File: src/rtl/frame_writer.sv
// Camera byte stream to frame buffer writer.
// Pairs RGB565 bytes into pixels and writes them in raster order.
module frame_writer #(
  parameter int H_SIZE = 320,
  parameter int V_SIZE = 240,
  parameter int AW     = $clog2(H_SIZE * V_SIZE)
) (
  input  logic          clk,
  input  logic          reset_n,
  input  logic          capture_en,
  input  logic          vsync,
  input  logic          href,
  input  logic          pix_valid,
  input  logic [7:0]    pix_byte,
  output logic          wr_en,
  output logic [AW-1:0] wr_addr,
  output logic [15:0]   wr_data,
  output logic          frame_done,
  output logic          busy,
  output logic          clip_err
);

  localparam int XW = $clog2(H_SIZE + 1);
  localparam int YW = $clog2(V_SIZE + 1);

  localparam logic [XW-1:0] X_MAX = XW'(H_SIZE);
  localparam logic [YW-1:0] Y_MAX = YW'(V_SIZE);
  localparam logic [AW-1:0] LINE  = AW'(H_SIZE);

  localparam logic [0:0] S_IDLE   = 1'b0;
  localparam logic [0:0] S_ACTIVE = 1'b1;

  logic [0:0]    r_state;
  logic          r_vsync_d;
  logic          r_href_d;
  logic [XW-1:0] r_x;
  logic [YW-1:0] r_y;
  logic          r_phase;
  logic [7:0]    r_hi;
  logic [AW-1:0] r_addr;
  logic [AW-1:0] r_base;

  logic          r_wr_en;
  logic [AW-1:0] r_wr_addr;
  logic [15:0]   r_wr_data;
  logic          r_frame_done;
  logic          r_busy;
  logic          r_clip_err;

  logic w_vs_fall;
  logic w_vs_rise;
  logic w_hr_fall;
  logic w_take;
  logic w_in_range;

  assign w_vs_fall  = r_vsync_d & ~vsync;
  assign w_vs_rise  = ~r_vsync_d & vsync;
  assign w_hr_fall  = r_href_d & ~href;
  assign w_take     = pix_valid & href;
  assign w_in_range = (r_x < X_MAX) && (r_y < Y_MAX);

  always_ff @(posedge clk or negedge reset_n) begin
    if (!reset_n) begin
      r_state      <= S_IDLE;
      r_vsync_d    <= 1'b0;
      r_href_d     <= 1'b0;
      r_x          <= '0;
      r_y          <= '0;
      r_phase      <= 1'b0;
      r_hi         <= '0;
      r_addr       <= '0;
      r_base       <= '0;
      r_wr_en      <= 1'b0;
      r_wr_addr    <= '0;
      r_wr_data    <= '0;
      r_frame_done <= 1'b0;
      r_busy       <= 1'b0;
      r_clip_err   <= 1'b0;
    end else begin
      r_vsync_d    <= vsync;
      r_href_d     <= href;
      r_wr_en      <= 1'b0;
      r_frame_done <= 1'b0;
      case (r_state)
        S_IDLE: begin
          if (w_vs_fall && capture_en) begin
            r_state    <= S_ACTIVE;
            r_busy     <= 1'b1;
            r_x        <= '0;
            r_y        <= '0;
            r_phase    <= 1'b0;
            r_addr     <= '0;
            r_base     <= '0;
            r_clip_err <= 1'b0;
          end
        end
        S_ACTIVE: begin
          if (w_vs_rise) begin
            // Frame end beats any pixel completing in the same cycle
            r_state      <= S_IDLE;
            r_busy       <= 1'b0;
            r_frame_done <= 1'b1;
            r_phase      <= 1'b0;
          end else if (w_hr_fall) begin
            r_phase <= 1'b0;
            if (r_x != '0) begin
              r_x <= '0;
              if (r_y < Y_MAX) begin
                r_y    <= r_y + 1'b1;
                r_base <= r_base + LINE;
                r_addr <= r_base + LINE;
              end
            end
          end else if (w_take) begin
            if (!r_phase) begin
              r_hi    <= pix_byte;
              r_phase <= 1'b1;
            end else begin
              r_phase <= 1'b0;
              if (w_in_range) begin
                r_wr_en   <= 1'b1;
                r_wr_addr <= r_addr;
                r_wr_data <= {r_hi, pix_byte};
                r_addr    <= r_addr + 1'b1;
              end else begin
                r_clip_err <= 1'b1;
              end
              if (r_x < X_MAX) begin
                r_x <= r_x + 1'b1;
              end
            end
          end
        end
        default: r_state <= S_IDLE;
      endcase
    end
  end

  assign wr_en      = r_wr_en;
  assign wr_addr    = r_wr_addr;
  assign wr_data    = r_wr_data;
  assign frame_done = r_frame_done;
  assign busy       = r_busy;
  assign clip_err   = r_clip_err;

endmodule

File: config.mk
export PLATFORM = sky130hd
export DESIGN_NAME = frame_writer
export DESIGN_NICKNAME = d
export VERILOG_FILES = /design/src/rtl/frame_writer.sv
export SDC_FILE = /design/constraint.sdc
export NUM_CORES = 1
export LEC_CHECK = 0
export CORE_MARGIN = 1.5
export CORE_UTILIZATION = 38
export CTS_CLUSTER_DIAMETER = 50
export DETAILED_ROUTE_END_ITERATION = 16
export PLACE_DENSITY_LB_ADDON = 0.1
export RECOVER_POWER = 50
export SLEW_MARGIN = 20
export SYNTH_ARGS = -nofsm -noshare
export SYNTH_HDL_FRONTEND = slang
export SYNTH_SLANG_ARGS = --single-unit
File: constraint.sdc
create_clock -name clk -period 1.7 [get_ports clk]
set_input_delay 0.51 -clock clk [delete_from_list [all_inputs] [get_ports clk]]
set_output_delay 0.51 -clock clk [all_outputs]
set_load 0.005 [all_outputs]
==> results_dict.tcl <==
set metrics [dict create \
    rsz0062_at_grt "yes" \
    grt_use_total_pct 19.2 \
    finalWeightedCongestion 0.831 \
    hp-class "input port to asynchronous set/reset pin" \
    peakVddDrop_mv 0.608 \
    wire_per_inst_um 15.4 \
    drtPass1Iterations 4 \
    critPathKind "register to register" \
    pwr-share-clk_pct 30.4 \
    violations "negative setup slack" \
    cts_buffers 9 \
    p_leak_nw 3.49 \
    grt_pass1_vias 3726 \
    ys_ff_latch 94 \
    drtIter0Drc 240 \
    critical_path_required_ns 1.99 \
    layout.nets 643 \
    cpMostUsedCell "nand2_2" \
    vias 3990 \
    critPathLaunchType "register" \
    cap_violations 0 \
    grt_max_degree 71 \
    worstSetupEndpointType "register" \
    drive_above_1_share_pct 38.5 \
    clk_latency_ns 0.35 \
    maxSlewViolCount 0 \
    cts_max_level 3 \
    power_frac_seq_pct 46.2 \
    path_cells "nor4_2, and4b_2, or3_4, nand2_2, or4_4, nand2_2" \
    dieArea_sq_um 12100 \
    cts_buffer_depth 2 \
    ioPinCount 51 \
    dp_hpwl_mm 7.47 \
    fin_skew_ns 0.00994 \
    synthCells 482 \
    rows 38 \
    fmax_mhz 530 \
    root_buffer "clkbuf_16" \
    core_sq_um 11000 \
    power_frac_comb_pct 23.4 \
    final_antenna_net_count 0 \
    total_power_w 0.00609 \
    switchingPower_w 0.00181 \
    portBuffers 50 \
    finalHoldViolations 0 \
    syn-mean-instance-area_sq_um 9.05 \
    async_reset_ff_share_pct 100 \
    antenna_found_initial 0 \
    worst_slack_ns -0.189 \
    n_antenna_cell 0 \
    overflow 0 \
    cts_hold_buf 0 \
    viasPerCell 5.19 \
    cts_tree "built" \
    die_w_um 110 \
    worstMarginPinSlew_ns 0.975 \
    syn_to_final_growth_pct 55.1 \
    drt_wl_total_mm 11.8 \
    synth_area_sq_um 4360 \
    power_density_nw_per_um2 900 \
    finalSetupViolations 71 \
    ys_seq_area_share_pct 53.9 \
    max_slew_margin_pct 35.0 \
    initial_core_util_pct 39.5 \
    cts_num_sinks 94 \
    clk_pin_slew_ns 0.06 \
    cp.arrival_ns 2.18 \
    synth_nets 501 \
    yosysWarnings 0 \
    slowest_stage "or4_4" \
    fin_crit_ns 1.89 \
    synth_edf_count 0 \
    grt_pass1_wl_mm 17.8 \
    drc_errors 0 \
    synth.distinct_cells 48 \
    p_sw_share_pct 29.7 \
    p_int_w 0.00428 \
    slowest_delay_ns 0.51 \
    holdWs_ns 0.287 \
    finalCritPeriodShare_pct 111 \
    path_max_fanout 5 \
    die_height_um 110 \
    outcome "finished with violations" \
    synthFlopType "dfrtp_1" \
]
==> cells in the final DEF (no fill, tap or decap), types with 4 or more instances in the layout <==
master,count
dfrtp_1,92
nand2_1,66
buf_4,66
nor2_1,38
dlygate4sd2_1,38
nand2_2,37
nand2_4,26
o21ai_1,25
clkbuf_16,16
buf_6,15
a21oi_1,13
o21ai_0,13
nand3_1,11
o21ai_2,10
inv_1,9
xor2_1,9
and3_1,8
nand3_2,8
mux2_2,8
clkdlybuf4s50_1,8
nand4_1,7
buf_12,7
nor3_1,6
xnor2_1,5
a31oi_1,5
clkinvlp_4,4
ha_1,4
==> routing by layer <==
layer / up-vias / routed length (um) / GRT usage (%)
met3: 14 / 410 / 3.70
li1: 1943 / - / -
met1: 1959 / 5550 / 26.2
met2: 74 / 5690 / 29.9
met5: - / 0 / 0
met4: 0 / 178 / 8.15
==> synth_stat cells, types with 3 or more instances <==
library cell / n / area (sq um)
clkbuf_1: 10 / 37.5
o21ai_0: 46 / 230
and3_1: 9 / 56.3
a31oi_1: 6 / 37.5
nand2b_1: 4 / 25.0
xor2_1: 10 / 87.6
buf_2: 7 / 35.0
ha_1: 5 / 62.6
nand4_1: 7 / 43.8
inv_1: 9 / 33.8
xnor2_1: 5 / 43.8
nor2_1: 42 / 158
nand3_1: 21 / 105
o22ai_1: 5 / 31.3
nor3_1: 7 / 35.0
o211ai_1: 3 / 22.5
nor4_1: 3 / 18.8
and4_1: 3 / 26.3
or3_1: 3 / 18.8
a21oi_1: 16 / 80.1
dfrtp_1: 94 / 2350
nand2_1: 128 / 480
mux2_2: 8 / 90.1
==> kinds of logic (layout without fill, tap and decap cells) <==
logic type / after synthesis / count (layout) / share of synthesized area (%)
compound gates: 91 / 91 / 12.1
xor+xnor: 15 / 15 / 3.01
fa+ha+maj: 5 / 5 / 1.43
buf+inv: 29 / 176 / 2.96
flops: 94 / 94 / 53.9
mux: 8 / 8 / 2.07
simple gates: 240 / 240 / 24.5
==> repair_timing <==
item                       4_1_cts  5_1_grt
buffers inserted                15       11
pin swaps                       24       80
cloned                           0       11
setup endpoints to repair      121       88
gates resized for setup         69      177
==> final timing paths <==
path	startpoint	end	slack, ns	cells after the start
max in group asynchronous	reset_n	r_base[11]$_DFFE_PN0P_	0.61	2
min reg2reg	wr_data[3]$_DFFE_PN0P_	wr_data[3]$_DFFE_PN0P_	0.46	2
min	reset_n	r_x[3]$_DFFE_PN0P_	0.29	2
min in group clk	wr_data[3]$_DFFE_PN0P_	wr_data[3]$_DFFE_PN0P_	0.46	2
max	r_x[4]$_DFFE_PN0P_	r_addr[5]$_DFFE_PN0P_	-0.19	6
max reg2reg	r_x[4]$_DFFE_PN0P_	r_addr[5]$_DFFE_PN0P_	-0.19	6
==> critical path, delay by kind of cell (launching register included) <==
family	cells	cell delay, ns
DFF	1	0.39
and+or+nand+nor	6	1.44
==> state kept, by name, indices dropped and copies added (netlist names), 8 cells and up <==
| register | cells |
|---|---|
| r_y | 8 |
| wr_data | 16 |
| r_hi | 8 |
| r_base | 11 |
| wr_addr | 17 |
| r_addr | 17 |
| r_x | 9 |
==> final cells by class <==
| class | instances | area, sq um |
|---|---|---|
| well taps | 140 | 175 |
| inverters | 10 | 41.3 |
| multi-input cells | 359 | 2430 |
| flip-flops and latches | 94 | 2350 |
| clock inverters | 5 | 36.3 |
| fillers | 926 | 4270 |
| repair buffers | 150 | 1490 |
| clock buffers | 11 | 233 |
==> power groups by stage <==
stage	registers (W)	logic, W	clock network (W)
4_1_cts	0.00276	0.00124	0.00190
3_5_place_dp	0.00281	0.00123	0
3_3_place_gp	0.00279	0.00120	0
5_1_grt	0.00285	0.00159	0.00198
2_1_floorplan	0.00280	0.000501	0
6_report	0.00281	0.00143	0.00185
==> through the flow <==
stage                     TNS, ns  cell area, sq um  instances  setup slack, ns  utilization [%]
final                       -5.96              6760        769           -0.189             61.3
after global routing       -12.53              6760        769           -0.266             61.3
after CTS                   -2.75              5940        748           -0.139             53.8
after detailed placement   -45.50              5490        717           -0.656             49.8
after global placement     -42.46              5490        717           -0.625             49.8
after floorplan            -0.505              4410        482           -0.132                -
(Power assumes the default switching activity.)
